**src/rtl/ofm_collector_pkg.sv**
```systemverilog
// Shared definitions for the OFM write-back path: run counter width and
// collector FSM state encoding.
package ofm_collector_pkg;

    localparam int unsigned CNT_W = 9;

    typedef logic [CNT_W-1:0] cnt_t;

    typedef enum logic [1:0] {
        StIdle    = 2'd0,
        StCollect = 2'd1,
        StDrain   = 2'd2,
        StDone    = 2'd3
    } ofm_state_e;

endpackage

```
**src/rtl/ofm_fifo.sv**
```systemverilog
// First-word fall-through FIFO buffering OFM words between the convolution
// core and the OFM memory write port.
module ofm_fifo #(
    parameter int unsigned DATA_W = 16,
    parameter int unsigned DEPTH  = 8
) (
    input  logic              clk,
    input  logic              rst,
    input  logic              i_push,
    input  logic [DATA_W-1:0] i_data,
    input  logic              i_pop,
    output logic              o_full,
    output logic              o_empty,
    output logic [DATA_W-1:0] o_head
);

    localparam int unsigned PTR_W = $clog2(DEPTH);
    localparam logic [PTR_W-1:0] PTR_ONE  = PTR_W'(1);
    localparam logic [PTR_W:0]   CNT_ONE  = (PTR_W + 1)'(1);
    localparam logic [PTR_W:0]   FULL_CNT = (PTR_W + 1)'(DEPTH);

    logic [DATA_W-1:0] r_mem [DEPTH];
    logic [PTR_W-1:0]  r_wr_ptr;
    logic [PTR_W-1:0]  r_rd_ptr;
    logic [PTR_W:0]    r_count;
    logic              w_push;
    logic              w_pop;

    assign o_full  = (r_count == FULL_CNT);
    assign o_empty = (r_count == '0);
    assign o_head  = r_mem[r_rd_ptr];

    // A pop on a full FIFO does not free a slot for a push in the same cycle.
    assign w_push = i_push & ~o_full;
    assign w_pop  = i_pop & ~o_empty;

    always_ff @(posedge clk) begin
        if (w_push) begin
            r_mem[r_wr_ptr] <= i_data;
        end
    end

    always_ff @(posedge clk or posedge rst) begin
        if (rst) begin
            r_wr_ptr <= '0;
            r_rd_ptr <= '0;
            r_count  <= '0;
        end else begin
            if (w_push) begin
                r_wr_ptr <= r_wr_ptr + PTR_ONE;
            end
            if (w_pop) begin
                r_rd_ptr <= r_rd_ptr + PTR_ONE;
            end
            if (w_push && !w_pop) begin
                r_count <= r_count + CNT_ONE;
            end else if (!w_push && w_pop) begin
                r_count <= r_count - CNT_ONE;
            end
        end
    end

endmodule

```
**src/rtl/ofm_collector.sv**
```systemverilog
// Collects a run of OFM words from the convolution core through a small FIFO
// and writes them to consecutive OFM memory addresses.
module ofm_collector
    import ofm_collector_pkg::*;
#(
    parameter int unsigned P      = 4,
    parameter int unsigned DATA_W = 16,
    parameter int unsigned DEPTH  = 8
) (
    input  logic              clk,
    input  logic              rst,
    input  logic              start,
    input  logic [CNT_W-1:0]  total_cnt,
    input  logic              ofm_write,
    input  logic [DATA_W-1:0] ofm_data,
    output logic              ofm_full,
    output logic              mem_wr_en,
    output logic [CNT_W-1:0]  mem_addr,
    output logic [DATA_W-1:0] mem_wdata,
    input  logic              mem_ready,
    output logic              done,
    output logic              overflow
);

    localparam cnt_t CNT_ONE = cnt_t'(1);

    if (P == 0 || DEPTH < 2 || (DEPTH & (DEPTH - 1)) != 0) begin : g_bad_params
        $error("ofm_collector: P must be nonzero and DEPTH a power of two >= 2");
    end

    ofm_state_e        r_state;
    cnt_t              r_total;
    cnt_t              r_acc_cnt;
    cnt_t              r_wr_cnt;
    logic              r_overflow;

    logic              w_fifo_full;
    logic              w_fifo_empty;
    logic [DATA_W-1:0] w_head;
    logic              w_active;
    logic              w_push;
    logic              w_drop;
    logic              w_xfer;

    assign w_active  = (r_state == StCollect) || (r_state == StDrain);
    assign w_push    = (r_state == StCollect) && ofm_write && !w_fifo_full;
    assign w_drop    = (r_state == StCollect) && ofm_write && w_fifo_full;
    assign mem_wr_en = w_active && !w_fifo_empty;
    assign w_xfer    = mem_wr_en && mem_ready;

    ofm_fifo #(
        .DATA_W (DATA_W),
        .DEPTH  (DEPTH)
    ) u_fifo (
        .clk     (clk),
        .rst     (rst),
        .i_push  (w_push),
        .i_data  (ofm_data),
        .i_pop   (w_xfer),
        .o_full  (w_fifo_full),
        .o_empty (w_fifo_empty),
        .o_head  (w_head)
    );

    always_ff @(posedge clk or posedge rst) begin
        if (rst) begin
            r_state    <= StIdle;
            r_total    <= '0;
            r_acc_cnt  <= '0;
            r_wr_cnt   <= '0;
            r_overflow <= 1'b0;
        end else begin
            if (w_drop) begin
                r_overflow <= 1'b1;
            end
            if (w_push) begin
                r_acc_cnt <= r_acc_cnt + CNT_ONE;
            end
            if (w_xfer) begin
                r_wr_cnt <= r_wr_cnt + CNT_ONE;
            end
            case (r_state)
                StIdle, StDone: begin
                    if (start) begin
                        r_total    <= total_cnt;
                        r_acc_cnt  <= '0;
                        r_wr_cnt   <= '0;
                        r_overflow <= 1'b0;
                        r_state    <= (total_cnt == '0) ? StDone : StCollect;
                    end
                end
                StCollect: begin
                    if (w_push && (r_acc_cnt + CNT_ONE) == r_total) begin
                        r_state <= StDrain;
                    end
                end
                StDrain: begin
                    if (w_xfer && (r_wr_cnt + CNT_ONE) == r_total) begin
                        r_state <= StDone;
                    end
                end
                default: r_state <= StIdle;
            endcase
        end
    end

    // The write counter doubles as the run-relative address; 9 bits wrap 511 -> 0.
    assign mem_addr  = r_wr_cnt;
    assign mem_wdata = mem_wr_en ? w_head : '0;
    assign ofm_full  = w_fifo_full;
    assign done      = (r_state == StDone);
    assign overflow  = r_overflow;

endmodule

```
**config.mk**
```make
export PLATFORM = sky130hd
export DESIGN_NAME = ofm_collector
export DESIGN_NICKNAME = d
export VERILOG_FILES = /design/src/rtl/ofm_collector_pkg.sv /design/src/rtl/ofm_fifo.sv /design/src/rtl/ofm_collector.sv
export SDC_FILE = /design/constraint.sdc
export NUM_CORES = 1
export LEC_CHECK = 0
export BUFFER_PORTS_ARGS = -buffer_cell sky130_fd_sc_hd__buf_4
export CAP_MARGIN = 20
export CORE_MARGIN = 2
export CORE_UTILIZATION = 25
export CTS_BUF_LIST = sky130_fd_sc_hd__clkbuf_2 sky130_fd_sc_hd__clkbuf_4 sky130_fd_sc_hd__clkbuf_8
export CTS_CLUSTER_DIAMETER = 30
export DETAILED_ROUTE_END_ITERATION = 7
export PLACE_DENSITY = 0.45
export SETUP_SLACK_MARGIN = 0.02
export SYNTH_ARGS = -nofsm -noshare
export SYNTH_HDL_FRONTEND = slang
export SYNTH_SLANG_ARGS = --single-unit
```
**constraint.sdc**
```tcl
create_clock -name clk -period 3.4 [get_ports clk]
set_input_delay 0.17 -clock clk [delete_from_list [all_inputs] [get_ports clk]]
set_output_delay 0.17 -clock clk [all_outputs]
set_load 0.02 [all_outputs]
```
Yosys cells after proc, flatten, opt, wreduce, memory -nomap -nowiden
Memory sizes are Yosys's and may differ from the RTL's.
Cells that the tools add are included.
{"block": "op_classes", "n_reduce_logical": 21, "n_mux": 19, "addsub": 6, "n_eq_ne": 9, "bitwise_logic": 4}
{"op": "9-bit two-way mux", "count": 6}
{"op": "9-bit by 1-bit adder with 9-bit output (second input constant)", "count": 2}
{"op": "9-bit == test", "count": 2}
{"op": "16-bit two-way mux", "count": 1}
{"op": "1-bit logical AND", "count": 9}
{"op": "9-bit logical NOT", "count": 1}
{"op": "2-bit two-way mux", "count": 4}
{"op": "4-bit two-way mux", "count": 2}
{"op": "3-bit by 1-bit adder with 3-bit output (second input constant)", "count": 2}
{"op": "2-bit case mux with 3 select lines", "count": 1}
{"op": "1-bit two-way mux", "count": 5}
{"op": "4-bit by 1-bit adder with 4-bit output (second input constant)", "count": 1}
{"op": "2-bit == test (second input constant)", "count": 2}
{"op": "4-bit == test (second input constant)", "count": 1}
{"op": "1-bit logical NOT", "count": 4}
{"op": "4-bit logical NOT", "count": 1}
{"op": "2-bit by 1-bit != test with 1-bit output (second input constant)", "count": 2}
{"op": "4-bit by 1-bit subtractor with 4-bit output (second input constant)", "count": 1}
{"op": "3-bit AND reduction", "count": 1}
{"op": "1-bit bitwise AND", "count": 2}
{"op": "2-bit by 1-bit == test with 1-bit output (second input constant)", "count": 1}
{"op": "2-bit logical NOT", "count": 1}
{"op": "2-bit != test (second input constant)", "count": 1}
{"op": "1-bit inverter", "count": 2}
{"op": "other kinds (4)", "count": 4}
{"block": "word_totals", "memories": 1, "ramBits": 128, "in_bits": 30, "regBits": 40}
{"name": "u_fifo.r_mem", "words": 8, "width": 16, "rd": 1, "rd_ports_with_merged_regs": 0, "wr": 1, "line": "ofm_fifo.sv:22", "source": "logic [DATA_W-1:0] r_mem [DEPTH];"}

Longest topological paths before layout
Gate-level depths: netlist of the first run.
{"block": "logic_depth", "ltp_word": 8, "ltp_mapped": 14}

By module
A second synthesis of the first run with hierarchy kept.
{"block": "hier_totals", "cells_unflattened": 469, "hier_area_um2": 7566.0}
{"module": "ofm_fifo", "cells_per_inst": 250, "seq_area_each_um2": 4093.9, "n_inst": 1, "area_each_um2": 5565.3}
{"module": "ofm_collector", "cells_per_inst": 219, "seq_area_each_um2": 750.7, "n_inst": 1, "area_each_um2": 2000.7}

Worst setup path before layout of the first run
No wires, ideal clock.
{"block": "synth_timing", "path_type": "flip-flop to flip-flop", "from": "reg r_state[1]", "to": "mem u_fifo.r_mem[0][0] (enable)", "stages_incl_launch_ff": 8, "t_arrival_ns": 2.904, "synth_period_minus_slack_ns": 3.334, "path_slack_ns": 0.066, "setup_ns": 0.430, "required_time_ns": 2.970, "cell_sequence": "dfrtp_1 inv_1 ha_1 nand2_1 or2_2 buf_2 clkbuf_1 nor4_1"}
{"block": "synth_via", "elab_chain_cells": 6}
{"item": "start, declared", "line": "ofm_collector.sv:31", "source": "ofm_state_e r_state;"}
{"item": "start signal, assigned", "line": "ofm_collector.sv:67", "source": "r_state <= StIdle;"}
{"item": "start signal, assigned", "line": "ofm_collector.sv:89", "source": "r_state <= (total_cnt == '0) ? StDone : StCollect;"}
{"item": "start signal, assigned", "line": "ofm_collector.sv:94", "source": "r_state <= StDrain;"}
{"item": "2-bit by 1-bit == test with 1-bit output", "line": "ofm_collector.sv:46", "source": "assign w_push = (r_state == StCollect) && ofm_write && !w_fifo_full;"}
{"item": "1-bit logical AND (2 in a row)", "line": "ofm_collector.sv:46"}
{"item": "1-bit bitwise AND", "line": "ofm_fifo.sv:34", "source": "assign w_push = i_push & ~o_full;"}
{"item": "1-bit two-way mux", "line": "ofm_fifo.sv:38", "source": "if (w_push) begin"}
{"item": "1-bit two-way mux (not written as such)", "line": "ofm_fifo.sv:39", "source": "r_mem[r_wr_ptr] <= i_data;"}
{"item": "end, declared", "line": "ofm_fifo.sv:22"}
Every way passes these cells.

Worst setup path in the final report of the first run
{"block": "layout_timing", "from": "reg u_fifo.r_count[0]", "to": "reg u_fifo.r_count[3]"}
{"block": "layout_via", "elab_chain_cells": 8, "word_cells_on_any_way": 20, "cone_classes": "2 x add/sub; 1 x eq/ne; 2 x mux; 4 x bitwise; 11 x reduce/logical"}
{"item": "start, declared", "line": "ofm_fifo.sv:25", "source": "logic [PTR_W:0] r_count;"}
{"item": "start signal, assigned", "line": "ofm_fifo.sv:56", "source": "r_count <= r_count + CNT_ONE;"}
{"item": "start signal, assigned", "line": "ofm_fifo.sv:58", "source": "r_count <= r_count - CNT_ONE;"}
{"item": "4-bit logical NOT", "line": "ofm_fifo.sv:30", "source": "assign o_empty = (r_count == '0);"}
{"item": "1-bit logical NOT", "line": "ofm_collector.sv:48", "source": "assign mem_wr_en = w_active && !w_fifo_empty;"}
{"item": "1-bit logical AND", "line": "ofm_collector.sv:48"}
{"item": "1-bit logical AND", "line": "ofm_collector.sv:49", "source": "assign w_xfer = mem_wr_en && mem_ready;"}
{"item": "1-bit bitwise AND", "line": "ofm_fifo.sv:35", "source": "assign w_pop = i_pop & ~o_empty;"}
{"item": "1-bit logical NOT", "line": "ofm_fifo.sv:55", "source": "if (w_push && !w_pop) begin"}
{"item": "1-bit logical AND", "line": "ofm_fifo.sv:55"}
{"item": "4-bit two-way mux or 2-bit nonzero test (tied branches)"}
Several ways; a longest one is shown, not always the timed one. The select of a mux whose other input is x is not followed.
A chain may end at the register's enable or synchronous reset.

==> results.toml, run 1 <==
[status]
status = "finished, final reports clean"

[setup_path]
path_class = "register to register"
crit_family = "simple AND/OR/NAND/NOR gates"
startpoint = "u_fifo.r_count[0]$_DFFE_PP0P_"
crit_buf_inv = 2
path_common_cell = "ha_1"
path_cells = "or4_1, and2_1, inv_2, ha_1, inv_1, ha_1, a21o_1, a21oi_1, xnor2_1, nor2_1, xor2_1"
crit_fanout = 10
arrival_ns = 3.28
slowest_delay_ns = 0.57
r2r_start = "u_fifo.r_count[0]$_DFFE_PP0P_"
required_ns = 3.75
endpoint_kind = "register"
startpoint_type = "register"
critPathSlowestCell = "or4_1"

[floorplanning]
die_y_um = 174.2
start_util = 0.2530
coreArea_sq_um = 28630
ios = 59
dieArea_sq_um = 30340
die_width_um = 174.2
row_count = 62

[timing]
setup_viol = 0
post-route-min-period_ns = 2.935
slew_headroom = 0.3629
holdWs_ns = 0.1793
finalCritPeriodShare = 0.8631
maxSlewViolCount = 0
fin_setup_tns_ns = 0
clock_skew_ns = 0.01681
max_freq_mhz = 340.8
rsz0062_at_grt = "no"
tightestPinTransition_ns = 0.9557
final.setup.worst_slack_ns = 0.4655
hold_viol = 0

[detailed_routing]
drt-initial-drc-count = 199
via_count = 4107
drtAntennaViolNets = 0
totalWireLength_um = 16250
routed_via_density = 4.292
dr.pass1.iters = 4
routedWlPerCell_um = 16.98
route.detailed.drc = 0

[power]
p_per_area_nw_per_um2 = 732.6
p_int_w = 0.004370
power_leakage_nw = 3.150
seqPwrFrac = 0.425
power_frac_comb = 0.331
irDropWorstVdd_mv = 0.3594
p_sw_frac = 0.3345
p_sw_w = 0.002197
power_frac_clock = 0.245

[placed_design]
pre_cts_ws_ns = 0.4768
placed_cell_area_sq_um = 8240
hpwl_um = 10130
gp_routability_congestion = 0.7645
port_buffers = 58

[grt]
gr-usage-met1 = 0.1486
grt_max_degree = 41
grt_pass1_wl_um = 26030
grt_busiest_layer = "met2"
grt_overflow_total = 0
track_usage = 0.1132
grtUsageMet2 = 0.1847
grt_pass1_vias = 4545
antenna_found_initial = 1
grt_util_met3 = 0.03346

[yosys]
synth_common_cells = "128 x edfxtp_1, 46 x nor2_1, 40 x dfrtp_1"
synth-seq-cells = 168
synth_cells = 459
syn-num-nets = 500
synth.top_cell.area_share = 0.5308
synth.avg_cell_area_sq_um = 15.77
synthTopCellsByArea = "edfxtp_1 53%, dfrtp_1 14%, mux4_2 10%, xnor2_1 4.1%, nor2_1 2.4%"
synth_flop_cell = "edfxtp_1"
synth.distinct_cells = 51
synth_top_area_cell = "edfxtp_1"
yosysWarnings = 0
yosysMostFrequentCell = "edfxtp_1"
netlist_area_sq_um = 7241
synth-edff-count = 128
async_flop_share = 0.2381
ys_seq_area_frac = 0.6691

[layout]
final_cell_area_sq_um = 8962
post-route-util = 0.3131
drive_gt1_frac = 0.2762
area.growth.synth_to_final_pct = 23.78
n_fill_cell = 2851
fin_nets = 601

[clock_tree]
cts_sinks = 168
root_buffer = "clkbuf_8"
clkSlewWorstSetupHoldPaths_ns = 0.10
clock_latency_ns = 0.46
h-tree-depth = 4
cts-buffers-inserted = 17
cts_tree = "built"
cts_resized = 0
clockBufferDepth = 2

[hold_path]
min-delay-start = "start"
hold_class = "input port to register"

[job]
cap_violations = 0
area by class of cell:
| cell class | count | area (sq um) | area share |
|---|---|---|---|
| diodes | 1 | 2.502 | 0.0002792 |
| clock buffers | 17 | 234.0 | 0.02611 |
| clock inverters | 14 | 215.2 | 0.02401 |
| inverters | 10 | 37.54 | 0.004188 |
| multi-input cells | 261 | 2301 | 0.2567 |
| flip-flops and latches | 168 | 4846 | 0.5407 |
| well taps | 384 | 480.5 | 0.05361 |
| repair buffers | 102 | 845.8 | 0.09437 |
cell families after synthesis:
family          after synthesis  share of synthesized area
flops                       168                     0.6691
simple gates                113                    0.07223
mux                          57                     0.1356
xor+xnor                     45                    0.05443
compound gates               35                    0.03180
buf+inv                      30                    0.01676
fa+ha+maj                    11                    0.02005
cell usage in the layout (no fill, tap or decap), types with 3 or more instances in the layout:
cell type,n
ha_1,10
nand2b_1,4
bufinv_16,4
nor3_1,6
a21oi_1,8
edfxtp_1,128
xor2_1,11
nand2_1,27
o21ai_0,10
inv_1,8
nand4_1,3
buf_4,74
nor3_2,4
mux4_2,32
mux2_2,9
mux2i_1,16
inv_6,3
dlygate4sd3_1,27
dfrtp_1,39
clkbuf_8,17
xnor2_1,34
clkinv_4,3
nand3_1,5
nor2_1,46
power groups by stage:
| stage | combinational, W | clock (W) | sequential (W) |
|---|---|---|---|
| 6_report | 0.00217 | 0.00161 | 0.00279 |
| 5_1_grt | 0.00239 | 0.00174 | 0.00284 |
| 4_1_cts | 0.00223 | 0.00165 | 0.00280 |
| 3_5_place_dp | 0.00219 | 0 | 0.00285 |
| 3_3_place_gp | 0.00216 | 0 | 0.00283 |
| 2_1_floorplan | 0.00160 | 0 | 0.00266 |
registers in the layout (all words and copies together), names as in the netlist:
name and cells:
u_fifo.r_mem 128, r_state 2, r_total 9, u_fifo.r_count 4, overflow 1, mem_addr 9, r_acc_cnt 9, u_fifo.r_rd_ptr 3
u_fifo.r_wr_ptr 3
tightest hold or removal path, stage by stage:
cell     delay (ns)
buf_4          0.08
nor2b_1        0.06
o32ai_1        0.26
routing by layer:
layer | up-vias | routed length, um
met5 | - | 0
met4 | 0 | 129
met3 | 13 | 613
met2 | 76 | 7883
met1 | 2091 | 7625
li1 | 1927 | -
path summary, 6_finish.rpt:
check                                            endpoint  slack (ns)  depth (start not counted)
max                         u_fifo.r_count[3]$_DFFE_PP0P_        0.47                         11
min                                r_state[0]$_DFFE_PP0P_        0.18                          3
max reg2reg                 u_fifo.r_count[3]$_DFFE_PP0P_        0.47                         11
min reg2reg                 u_fifo.r_count[3]$_DFFE_PP0P_        0.48                          1
max in group asynchronous  u_fifo.r_rd_ptr[0]$_DFFE_PP0P_        2.61                          4
min in group asynchronous          r_total[6]$_DFFE_PP0P_        0.40                          4
per-stage QoR:
stage          std cells  total power (W)
3_5_place_dp         898         0.005038
2_1_floorplan        459         0.004261
3_3_place_gp         898         0.004992
5_1_grt              957         0.006967
4_1_cts              956         0.006678
6_report             957         0.006566
what timing repair did:
action / CTS / global route
hold buffers: 27 / 0
setup buffers: 0 / 0
hold endpoints to repair: 178 / 0
No activity file was read; power rests on OpenSTA's default activity.
==> inputs of run 2 (changes only) <==
--- a/config.mk
+++ b/config.mk
@@ -8,11 +8,11 @@
 export BUFFER_PORTS_ARGS = -buffer_cell sky130_fd_sc_hd__buf_4
 export CAP_MARGIN = 20
 export CORE_MARGIN = 2
-export CORE_UTILIZATION = 25
+export CORE_UTILIZATION = 49
 export CTS_BUF_LIST = sky130_fd_sc_hd__clkbuf_2 sky130_fd_sc_hd__clkbuf_4 sky130_fd_sc_hd__clkbuf_8
 export CTS_CLUSTER_DIAMETER = 30
 export DETAILED_ROUTE_END_ITERATION = 7
-export PLACE_DENSITY = 0.45
+export PLACE_DENSITY = 0.74
 export SETUP_SLACK_MARGIN = 0.02
 export SYNTH_ARGS = -nofsm -noshare
 export SYNTH_HDL_FRONTEND = slang
==> results.toml, run 2 (synthesized netlist as in run 1, its figures left out) <==
[setup_path]
crit_family = "simple AND/OR/NAND/NOR gates"
required_ns = 3.72
endpoint_kind = "register"
slowest_delay_ns = 0.59
critPathSlowestCell = "or4_1"
rr_worst_depth = 11
crit_buf_inv = 2
path_class = "register to register"
path_cells = "or4_1, and2_1, inv_2, ha_1, inv_1, ha_1, a21o_1, a21oi_1, xnor2_1, nor2_1, xor2_1"
startpoint_type = "register"
arrival_ns = 3.20
crit_fanout = 10
path_common_cell = "ha_1"
cp.depth = 11

[floorplanning]
ios = 59
die_width_um = 125.6
start_util = 0.5001
dieArea_sq_um = 15770
row_count = 44
die_y_um = 125.6
coreArea_sq_um = 14480

[status]
status = "finished, final reports clean"

[timing]
clock_skew_ns = 0.01161
setup_viol = 0
tightestPinTransition_ns = 0.6507
maxSlewViolCount = 0
hold_viol = 0
post-route-min-period_ns = 2.878
max_freq_mhz = 347.4
finalCritPeriodShare = 0.8465
holdWs_ns = 0.1651
rsz0062_at_grt = "no"
fin_setup_tns_ns = 0
slew_headroom = 0.5646

[grt]
grt_max_degree = 33
track_usage = 0.1862
grt_overflow_total = 0
antenna_found_initial = 0
grt_pass1_wl_um = 22200
grt_pass1_vias = 4219

[hold_path]
hold_class = "input port to register"
whs_path_depth = 3

[placed_design]
placedCellCount = 702
port_buffers = 58
hpwl_um = 9160
gp_routability_congestion = 0.8543

[job]
cap_violations = 0

[detailed_routing]
dr.pass1.iters = 5
via_count = 4147
totalWireLength_um = 13830
drtAntennaViolNets = 0
routed_via_density = 5.442
routedWlPerCell_um = 18.14
route.detailed.drc = 0
drt-initial-drc-count = 275

[layout]
top_register = "u_fifo.r_mem"
final_common_cell = "edfxtp_1"
fin_nets = 606
drive_gt1_frac = 0.2803
largest_reg_flops = 128
layout_common_cells = "128 x edfxtp_1, 77 x buf_4, 46 x nor2_1, 39 x dfrtp_1, 34 x xnor2_1"
area.growth.synth_to_final_pct = 20.37
stdcell_count = 762
antennaDiodeCount = 0

[clock_tree]
cts_sinks = 168
cts-buffers-inserted = 17
cts_setup_buffers = 0
clock_latency_ns = 0.44
cts_tree = "built"
cts_resized = 0
root_buffer = "clkbuf_8"
h-tree-depth = 4
clkSlewWorstSetupHoldPaths_ns = 0.09
clockBufferDepth = 2

[power]
power_leakage_nw = 3.145
p_per_area_nw_per_um2 = 715.9
irDropWorstVdd_mv = 0.2892
-- run 2: cell types whose count changed in the layout (fill, tap and decap cells not counted), sizes merged --
cell and delta:
diode -1, bufinv -2, inv -2, buf +5, clkinvlp +3, clkinv +2
-- run 2: timing repair --
item	CTS	global route
hold endpoints to repair	138	12
setup endpoints to repair	0	0
hold buffers	26	1
-- run 2: cell type report --
class	instances	area (sq um)
Clock buffer	17	234.0
Clock inverter	15	151.4
Fill cell	1093	5763
Inverter	10	37.54
Multi-Input combinational cell	261	2301
Sequential cell	168	4846
Tap cell	184	230.2
Timing Repair Buffer	107	915.9
-- run 2: stage by stage --
step           setup slack, ns  power, W    util  cell area (sq um)
2_1_floorplan          0.06634  0.004261       -               7241
3_3_place_gp            0.6375  0.004866  0.5548               8033
3_5_place_dp            0.5326  0.004934  0.5548               8033
4_1_cts                 0.5092  0.006312  0.5994               8678
5_1_grt                 0.3224  0.006607  0.6020               8716
6_report                0.5218  0.006240  0.6020               8716
-- run 2: metal layers --
metal	part of all wire	track usage	up-vias
li1	-	-	1937
met1	0.43	0.2405	2105
met2	0.52	0.3075	97
met3	0.035	0.04236	8
met4	0.0090	0.07582	0
met5	0	0	-
-- run 2: where the power goes --
group          switching (W)  total (W)  internal (W)
registers           0.000287    0.00275       0.00246
clock network       0.000704    0.00136      0.000653
logic                0.00105    0.00213       0.00108
-- run 2: final timing paths --
path	slack [ns]	end	from
max	0.52	u_fifo.r_count[3]$_DFFE_PP0P_	u_fifo.r_count[0]$_DFFE_PP0P_
min	0.17	r_state[0]$_DFFE_PP0P_	start
max reg2reg	0.52	u_fifo.r_count[3]$_DFFE_PP0P_	u_fifo.r_count[0]$_DFFE_PP0P_
min reg2reg	0.49	u_fifo.r_count[3]$_DFFE_PP0P_	u_fifo.r_count[3]$_DFFE_PP0P_
max in group asynchronous	2.32	r_acc_cnt[4]$_DFF_PP0_	rst
min in group asynchronous	0.35	mem_addr[0]$_DFF_PP0_	rst
-- run 2: worst reg2reg max path: cells and delay by family (launching register included) --
family / cells / cell delay, ns
AND/OR/NAND/NOR: 3 / 0.93
adder cells (fa/ha/maj): 2 / 0.49
flip-flops: 1 / 0.45
AO/OA/AOI/OAI: 2 / 0.34
XOR/XNOR: 2 / 0.28
buffers and inverters: 2 / 0.28
==> inputs of run 3 (changes only) <==
--- a/config.mk
+++ b/config.mk
@@ -12,7 +12,7 @@
 export CTS_BUF_LIST = sky130_fd_sc_hd__clkbuf_2 sky130_fd_sc_hd__clkbuf_4 sky130_fd_sc_hd__clkbuf_8
 export CTS_CLUSTER_DIAMETER = 30
 export DETAILED_ROUTE_END_ITERATION = 7
-export PLACE_DENSITY = 0.74
+export PLACE_DENSITY = 0.71
 export SETUP_SLACK_MARGIN = 0.02
 export SYNTH_ARGS = -nofsm -noshare
 export SYNTH_HDL_FRONTEND = slang
==> constraint.sdc (replaced) <==
create_clock -name clk -period 2.7 [get_ports clk]
set_input_delay 0.135 -clock clk [delete_from_list [all_inputs] [get_ports clk]]
set_output_delay 0.135 -clock clk [all_outputs]
set_load 0.02 [all_outputs]
==> results.toml, run 3 (synthesized netlist as in run 1, its figures left out) <==
[status]
status = "finished, final reports clean"

[floorplanning]
die_y_um = 125.6
row_count = 44
dieArea_sq_um = 15770
die_width_um = 125.6
start_util = 0.5001
ios = 59
coreArea_sq_um = 14480

[setup_path]
path_cells = "or4_1, and2_1, inv_2, ha_1, inv_1, ha_1, a21o_1, a21oi_2, xnor2_1, nor2_1, xor2_1"
critPathSlowestCell = "or4_1"
endpoint_kind = "register"
path_common_cell = "ha_1"
startpoint_type = "register"
path_class = "register to register"
rrSetupSlack_ns = 0.10
arrival_ns = 2.94
rr_worst_depth = 11
crit_fanout = 5
reg2reg_to = "u_fifo.r_count[3]$_DFFE_PP0P_"
r2r_start = "u_fifo.r_count[0]$_DFFE_PP0P_"
required_ns = 3.04
slowest_delay_ns = 0.55

[grt]
grt_overflow_total = 0
track_usage = 0.1925
grt_pass1_vias = 4423
grt_pass1_wl_um = 23050
grt_max_degree = 33
antenna_found_initial = 0

[detailed_routing]
routed_via_density = 5.446
via_count = 4199
drtAntennaViolNets = 0
dr.pass1.iters = 5
route.detailed.drc = 0
totalWireLength_um = 14290
drt-initial-drc-count = 252
routedWlPerCell_um = 18.54

[clock_tree]
cts_tree = "built"
clkSlewWorstSetupHoldPaths_ns = 0.09
h-tree-depth = 4
clockBufferDepth = 2
cts_sinks = 168
clock_latency_ns = 0.46
cts-buffers-inserted = 17
root_buffer = "clkbuf_8"

[hold_path]
whs_path_depth = 3
hold_class = "input port to register"
min-delay-start = "start"
hold_end = "r_state[0]$_DFFE_PP0P_"

[layout]
layout_common_cells = "128 x edfxtp_1, 88 x buf_4, 46 x nor2_1, 37 x dfrtp_1, 34 x xnor2_1"
top_register = "u_fifo.r_mem"
final_common_cell = "edfxtp_1"
largest_reg_flops = 128
fin_nets = 615
area.growth.synth_to_final_pct = 22.10
antennaDiodeCount = 0
drive_gt1_frac = 0.3049

[timing]
tightestPinTransition_ns = 0.9174
slew_headroom = 0.3877
fin_setup_tns_ns = 0
final.setup.worst_slack_ns = 0.1006
hold_viol = 0
max_freq_mhz = 384.7
post-route-min-period_ns = 2.599
setup_viol = 0
rsz0062_at_grt = "no"
clock_skew_ns = 0.01090
holdWs_ns = 0.1125
finalCritPeriodShare = 0.9628
maxSlewViolCount = 0

[power]
p_per_area_nw_per_um2 = 930.1
power.total_w = 0.008223
power_leakage_nw = 3.208
irDropWorstVdd_mv = 0.4208

[placed_design]
hpwl_um = 8877
gp_routability_congestion = 0.8328
pre_cts_ws_ns = 0.08424
port_buffers = 58

[job]
cap_violations = 0
## run 3: changes by cell type in the layout (fill, tap and decap cells not counted), sizes merged
cell,delta
clkbuf,+1
clkinv,-3
buf,+9
bufinv,+2
## run 3: report_power, final
group          switching, W  internal (W)
Clock              0.000913       0.00103
Sequential         0.000283       0.00311
Combinational       0.00146       0.00144
Total               0.00265       0.00557
## run 3: repair_timing
item                                    CTS  global route
endpoints found under the setup margin    0             1
hold buffers                             27             0
hold endpoints to repair                158             0
setup buffers                             0             4
gates resized for setup                   0             5
## run 3: through the flow
| stage | utilization | instance area [sq um] | std cells |
|---|---|---|---|
| after CTS | 0.6071 | 8790 | 767 |
| after detailed placement | 0.5581 | 8080 | 708 |
| after floorplan | - | 7258 | 459 |
| after global routing | 0.6106 | 8841 | 771 |
| final | 0.6106 | 8841 | 771 |
| after global placement | 0.5581 | 8080 | 708 |
## run 3: critical path, delay by kind of cell (launching register included)
| kind | cells | cell delay (ns) |
|---|---|---|
| compound gates | 2 | 0.35 |
| xor+xnor | 2 | 0.28 |
| fa+ha+maj | 2 | 0.45 |
| buf+inv | 2 | 0.15 |
| flops | 1 | 0.45 |
| simple gates | 3 | 0.81 |
## run 3: routing by layer
layer	GRT usage	wire (um)
met2	0.3466	7706
met1	0.2280	5946
met3	0.04108	466
met4	0.06928	172
met5	0	0
## run 3: how the worst max path moves through the flow
stage,cells after the start,to,startpoint
2_1_floorplan,7,u_fifo.r_mem[4][0]$_DFFE_PP_,r_state[1]$_DFFE_PP0P_
3_3_place_gp,11,u_fifo.r_count[3]$_DFFE_PP0P_,u_fifo.r_count[0]$_DFFE_PP0P_
3_5_place_dp,11,u_fifo.r_count[3]$_DFFE_PP0P_,u_fifo.r_count[0]$_DFFE_PP0P_
4_1_cts,11,u_fifo.r_count[3]$_DFFE_PP0P_,u_fifo.r_count[0]$_DFFE_PP0P_
5_1_grt,11,u_fifo.r_count[3]$_DFFE_PP0P_,u_fifo.r_count[0]$_DFFE_PP0P_
6_report,11,u_fifo.r_count[3]$_DFFE_PP0P_,u_fifo.r_count[0]$_DFFE_PP0P_
## run 3: final cells by class
cell class | count | area [sq um]
clock buffers | 18 | 241.5
clock inverters | 14 | 197.7
fillers | 1069 | 5638
inverters | 10 | 37.54
multi-input cells | 261 | 2335
flip-flops and latches | 168 | 4848
well taps | 184 | 230.2
repair buffers | 116 | 950.9
